==> config.mk <==
export PLATFORM = sky130hd
export DESIGN_NAME = ysyx_22050019_lsu
export DESIGN_NICKNAME = d
export VERILOG_FILES = /design/src/rtl/ysyx_22050019_lsu_pkg.sv /design/src/rtl/ysyx_22050019_lsu_align.sv /design/src/rtl/ysyx_22050019_lsu.sv
export SDC_FILE = /design/constraint.sdc
export NUM_CORES = 1
export LEC_CHECK = 0
export ABC_AREA = 1
export CORE_AREA = 4 4 234 236
export DETAILED_ROUTE_END_ITERATION = 8
export DIE_AREA = 0 0 238 240
export PLACE_DENSITY = 0.55
export SLEW_MARGIN = 15
export SYNTH_ARGS = -nofsm -noshare
export SYNTH_HDL_FRONTEND = slang
export SYNTH_HIERARCHICAL = 1
export SYNTH_SLANG_ARGS = --single-unit
==> constraint.sdc <==
create_clock -name clk -period 3.7 [get_ports clk]
set_input_delay 0.555 -clock clk [delete_from_list [all_inputs] [get_ports clk]]
set_output_delay 0.555 -clock clk [all_outputs]
set_load 0.01 [all_outputs]
==> src/rtl/ysyx_22050019_lsu_pkg.sv <==
// ysyx_22050019_lsu_pkg: funct3 codes, FSM state type and lane helpers for the LSU
package ysyx_22050019_lsu_pkg;
  localparam int LSU_XLEN = 64;
  localparam logic [2:0] LSU_B  = 3'b000;
  localparam logic [2:0] LSU_H  = 3'b001;
  localparam logic [2:0] LSU_W  = 3'b010;
  localparam logic [2:0] LSU_D  = 3'b011;
  localparam logic [2:0] LSU_BU = 3'b100;
  localparam logic [2:0] LSU_HU = 3'b101;
  localparam logic [2:0] LSU_WU = 3'b110;

  typedef enum logic [1:0] {IDLE, REQ, WAIT, DONE} lsu_state_t;

  function automatic logic [7:0] wmask_gen(input logic [2:0] op, input logic [2:0] off);
    logic [7:0] base;
    base = op[1:0] == 2'b00 ? 8'h01 : op[1:0] == 2'b01 ? 8'h03 : op[1:0] == 2'b10 ? 8'h0F : 8'hFF;
    return base << off;
  endfunction

  function automatic logic [63:0] load_fmt(input logic [2:0] op, input logic [2:0] off,
                                           input logic [63:0] rdata);
    logic [63:0] d;
    d = rdata >> {off, 3'b000};
    case (op)
      LSU_B:   return {{56{d[7]}}, d[7:0]};
      LSU_H:   return {{48{d[15]}}, d[15:0]};
      LSU_W:   return {{32{d[31]}}, d[31:0]};
      LSU_D:   return d;
      LSU_BU:  return {56'b0, d[7:0]};
      LSU_HU:  return {48'b0, d[15:0]};
      LSU_WU:  return {32'b0, d[31:0]};
      default: return '0;
    endcase
  endfunction
endpackage

==> src/rtl/ysyx_22050019_lsu_align.sv <==
// ysyx_22050019_lsu_align: store lane shift/strobe and load byte extract/extend
module ysyx_22050019_lsu_align
  import ysyx_22050019_lsu_pkg::*;
(
  input  logic [2:0]  op,
  input  logic [2:0]  off,
  input  logic [63:0] store_data,
  input  logic [63:0] rdata,
  output logic [63:0] wdata,
  output logic [7:0]  wmask,
  output logic [63:0] ldata
);
  assign wdata = store_data << {off, 3'b000};
  assign wmask = wmask_gen(op, off);
  assign ldata = load_fmt(op, off, rdata);
endmodule

==> src/rtl/ysyx_22050019_lsu.sv <==
// ysyx_22050019_lsu: memory-access stage, single-outstanding dmem transaction with stall.
// Define YSYX_22050019_LSU_MISALIGN_TRAP_EN to trap misaligned H/W/D accesses via misalign_o.
module ysyx_22050019_lsu
  import ysyx_22050019_lsu_pkg::*;
#(
  parameter int XLEN  = LSU_XLEN,
  parameter int MASKW = XLEN / 8
) (
  input  logic             clk,
  input  logic             rst_n,
  input  logic             valid_i,
  input  logic [XLEN-1:0]  pc_i,
  input  logic [31:0]      inst_i,
  input  logic             reg_we_i,
  input  logic [4:0]       reg_waddr_i,
  input  logic [XLEN-1:0]  alu_res_i,
  input  logic             mem_ren_i,
  input  logic             mem_wen_i,
  input  logic [2:0]       mem_op_i,
  input  logic [XLEN-1:0]  store_data_i,
  output logic             dmem_req_valid_o,
  input  logic             dmem_req_ready_i,
  output logic [XLEN-1:0]  dmem_req_addr_o,
  output logic             dmem_req_wen_o,
  output logic [XLEN-1:0]  dmem_req_wdata_o,
  output logic [MASKW-1:0] dmem_req_wmask_o,
  input  logic             dmem_resp_valid_i,
  input  logic [XLEN-1:0]  dmem_resp_rdata_i,
  output logic             lsu_stall_o,
  output logic             commite_o,
`ifdef YSYX_22050019_LSU_MISALIGN_TRAP_EN
  output logic             misalign_o,
`endif
  output logic [XLEN-1:0]  pc_o,
  output logic [31:0]      inst_o,
  output logic             reg_we_wbu_o,
  output logic [4:0]       reg_waddr_wbu_o,
  output logic [XLEN-1:0]  reg_wdata_wbu_o
);
  lsu_state_t state, state_n;
  logic [XLEN-1:0] ldata_q, ldata, st_wdata, wb_data;
  logic [MASKW-1:0] st_wmask;
  logic memop, mis, req, stall, commit, we;

  assign memop = valid_i & (mem_ren_i | mem_wen_i);
`ifdef YSYX_22050019_LSU_MISALIGN_TRAP_EN
  // offset bits that must be zero: none for B, [0] for H, [1:0] for W, [2:0] for D
  assign mis = memop & |(alu_res_i[2:0] & {&mem_op_i[1:0], mem_op_i[1], |mem_op_i[1:0]});
  assign misalign_o = rst_n & (state == IDLE) & mis;
`else
  assign mis = 1'b0;
`endif

  ysyx_22050019_lsu_align u_align (
    .op(mem_op_i),
    .off(alu_res_i[2:0]),
    .store_data(store_data_i),
    .rdata(dmem_resp_rdata_i),
    .wdata(st_wdata),
    .wmask(st_wmask),
    .ldata(ldata)
  );

  always_ff @(posedge clk or negedge rst_n)
    if (!rst_n) begin
      state   <= IDLE;
      ldata_q <= '0;
    end else begin
      state <= state_n;
      if (state == WAIT && dmem_resp_valid_i) ldata_q <= ldata;
    end

  always_comb begin
    state_n = state;
    req     = 1'b0;
    stall   = 1'b0;
    commit  = 1'b0;
    we      = 1'b0;
    wb_data = alu_res_i;
    case (state)
      IDLE:
        if (memop & ~mis) begin
          req     = 1'b1;
          stall   = 1'b1;
          state_n = dmem_req_ready_i ? WAIT : REQ;
        end else begin
          commit = valid_i & ~mis;
          we     = reg_we_i & ~mis;
        end
      REQ: begin
        req     = 1'b1;
        stall   = 1'b1;
        state_n = dmem_req_ready_i ? WAIT : REQ;
      end
      WAIT: begin
        stall   = 1'b1;
        state_n = dmem_resp_valid_i ? DONE : WAIT;
      end
      DONE: begin
        commit  = 1'b1;
        we      = reg_we_i & ~mem_wen_i;
        wb_data = mem_wen_i ? alu_res_i : ldata_q;
        state_n = IDLE;
      end
      default: state_n = IDLE;
    endcase
  end

  assign dmem_req_valid_o = rst_n & req;
  assign dmem_req_addr_o  = rst_n ? {alu_res_i[XLEN-1:3], 3'b000} : '0;
  assign dmem_req_wen_o   = rst_n & mem_wen_i;
  assign dmem_req_wdata_o = rst_n ? st_wdata : '0;
  assign dmem_req_wmask_o = rst_n ? st_wmask : '0;
  assign lsu_stall_o      = rst_n & stall;
  assign commite_o        = rst_n & commit;
  assign pc_o             = rst_n ? pc_i : '0;
  assign inst_o           = rst_n ? inst_i : '0;
  assign reg_we_wbu_o     = rst_n & we;
  assign reg_waddr_wbu_o  = rst_n ? reg_waddr_i : '0;
  assign reg_wdata_wbu_o  = rst_n ? wb_data : '0;
endmodule

==> impl_results.md <==
- Critical Path Max Stage Delay: 0.60 ns
- R2R setup slack: roughly 1.7 ns
- Setup CP Type: in2out
- Status: finished, final reports clean
- Synth cell types: 32
- Worst-path clk slew: 0.06 ns
- Critical Path Slowest Stage Cell: clkdlybuf4s50_1
- Core area: between 0.05 and 0.06 mm2
- Crit path from: mem_wen_i
- Cell area after synthesis: 0.00973 mm2
- CTS Sinks: 66
- Congestion Overflow GR: 0
- Period minus WS final: between 3 and 4 ns
- Drc violations: 0
- Vias in the first global route: ~14000
- Vias/cell: 4.49
- Worst min path class: in2async
- First-pass GRT wire length: 91300 um
- Fin Setup TNS: 0 ns
- Register area share after synthesis: between 15 and 20%
- Post-synth top area cell: nand2_1
- Depth of the most critical reg-to-reg path: 6
- Final Cycle Share: 87.3%
- Avg Cell Area, Syn: 5.13 um2
- Fillers: 5935
- Reg2reg end: ldata_q[48]$_DFFE_PN0P_
- Die area: around 0.057 mm2
- WL/cell: 20.9 um
- Critical path arrival: 2.67 ns
- CTS tree: yes
- Post-synth EDFFs: 0
- Post-synth top flop: dfrtp_1
- Clock insertion delay at the later pin of the skew report: 0.33 ns
- # IOs: 610
- CP max FO: 35
- H-Tree Depth: 3
- Placement Rows: 84
- Worst slew pin tran: 0.844 ns
- RSZ-0062 raised after global routing: no
- Vias: between 10000 and 15000
- # hold bufs at CTS: 0
- Cts bufs inserted: 9
- Clock Path Buffers: 2
- Critical path endpoint: reg_wdata_wbu_o[39]
- GPL Wtd Cong: a little under 1
- Synth Instances: 1896
- Synth area leaders: nand2_1, dfrtp_1, inv_1, nand3_1, o21ai_0
- Share of cells above drive strength 1: 3.94%
- CP endpoint kind: primary output
- Max frequency: 310 MHz
- Placement Cell Area: 0.0163 mm2
- Root buffer cell: clkbuf_16
- Final WL: approximately 65000 um
- Post-route cell area: 0.0166 mm2
- Max_cap viols: 0
- Hold slack: a little over 0.1 ns
- Critical Path Start Type: primary input
- Area delta synth->final: 70.4%
- GRT Overall Usage: 21.4%
- Synth Register Bits: 66
- Initial antenna violation count: 25
- Clk_skew: between 0.008 and 0.009 ns
- Final slew viol count: 0
- Largest net degree at the start of global routing: 106
- Initial Util: 18.5%
- Yosys Warn Count: 6
- Final net count: roughly 2700
- Die Ht: about 240 um
- Port-buffer cells: between 600 and 700
- Peak supply drop: 0.249 mV
- Slew margin rel.: about 44%
- FFs w/ async S/R, synth: 100%
- Die width: 238 um
- Cell breakdown of the critical path: clkdlybuf4s50_1, inv_2, nand2_4, inv_2, buf_4, nor2_1, nor2_1, clkdlybuf4s50_1
- Initial drt markers: roughly 920
- PwrDens: 286 mW/mm2
- Post-CTS Setup Inserts: 0
- P_leak: about 8.9 nW
- Critical Path RT: around 3.1 ns
- Detailed Place HPWL: 54600 um
- Routed Antenna Nets: 0
- Cts repair resizes: 0
- Hold Fails Final Rpt: 0
- First-pass DRT Iterations: 8
- Setup-violating endpoint count in the final report: 0
- R2r startpoint: state[0]$_DFFE_PN0P_
- Post-synth top area share: 26.5%
-- stage by stage --
step	total power, mW	setup slack, ns	instances	utilization [%]
after global routing	5.12	0.344	3107	31.6
after floorplan	2.58	1.46	1898	-
after CTS	4.81	0.409	3100	31.6
after global placement	3.98	0.432	3084	31.1
after detailed placement	4.01	0.416	3084	31.1
final	4.75	0.470	3108	31.6
-- sequential cells by signal (all words and copies together), names as in the netlist --
signal   count
state        2
ldata_q     64
-- cell families after synthesis --
kind of cell    after synthesis  synth area share, %
buf+inv                     461                 20.8
compound gates              253                 13.7
other cells                   1               0.0386
mux                          25                 2.57
flops                        66                 17.0
simple gates               1085                 45.3
fa+ha+maj                     5                0.643
-- cells in the final DEF, fill, tap and decap left out, drive strengths merged --
cell type,count
nand2,689
clkinv,4
o22ai,9
clkbuf,10
ha,5
conb,3
mux2i,25
dfrtp,66
a21oi,18
diode,8
o211ai,22
and2,2
clkdlybuf4s50,585
or2,6
nand3,152
inv,315
nor2,200
nand4,33
nor3,3
o21ai,204
buf,61
-- power breakdown --
| group | total, mW | switching, mW | internal [mW] |
|---|---|---|---|
| Combinational | 2.76 | 1.55 | 1.21 |
| Sequential | 1.20 | 0.175 | 1.03 |
| Clock | 0.785 | 0.330 | 0.456 |
| Total | 4.75 | 2.06 | 2.69 |
-- per-layer routing --
layer | vias up | GRT usage [%] | part of all wire (%)
met1 | 6372 | 21.0 | 34
met2 | 618 | 42.0 | 54
met3 | 105 | 5.33 | 7.7
li1 | 6835 | - | -
met4 | 20 | 9.67 | 4.8
met5 | - | 0 | 0.21
-- Yosys cell counts (2+ instances only) --
| master | instances |
|---|---|
| nor3_1 | 2 |
| inv_1 | 307 |
| buf_1 | 8 |
| inv_2 | 6 |
| or2_2 | 3 |
| nor2_1 | 198 |
| buf_4 | 14 |
| clkbuf_1 | 26 |
| buf_6 | 18 |
| o21ai_0 | 150 |
| dfrtp_1 | 66 |
| mux2i_1 | 25 |
| nand3_1 | 150 |
| or2_0 | 2 |
| o22ai_1 | 9 |
| nand3_2 | 2 |
| nand2_1 | 687 |
| o21ai_1 | 54 |
| and2_1 | 2 |
| a21oi_1 | 18 |
| buf_2 | 81 |
| ha_1 | 5 |
| nand4_1 | 33 |
| o211ai_1 | 22 |
-- worst min-delay path by stage --
stage | cells past startpoint | endpoint | start | slack [ns]
after floorplan | 0 | ldata_q[0]$_DFFE_PN0P_ | rst_n | 0.26
after global placement | 2 | ldata_q[32]$_DFFE_PN0P_ | ldata_q[32]$_DFFE_PN0P_ | 0.45
after detailed placement | 2 | ldata_q[0]$_DFFE_PN0P_ | ldata_q[0]$_DFFE_PN0P_ | 0.45
after CTS | 1 | state[1]$_DFFE_PN0P_ | rst_n | 0.11
after global routing | 1 | state[1]$_DFFE_PN0P_ | rst_n | 0.11
final | 1 | state[1]$_DFFE_PN0P_ | rst_n | 0.10
-- critical path: cells and delay by family --
kind	cells	cell delay [ns]
buffers and inverters	5	1.57
AND/OR/NAND/NOR	3	0.53
-- final cells by class --
cell class	instances	area, um2	area share (%)
Tap cell	688	861	5.19
Multi-Input combinational cell	1371	6070	36.6
Antenna cell	8	20.0	0.121
Sequential cell	66	1650	9.96
Clock inverter	6	41.3	0.249
Timing Repair Buffer	646	6530	39.4
Clock buffer	10	229	1.38
Inverter	313	1170	7.09
No activity file was read; power rests on OpenSTA's default activity.
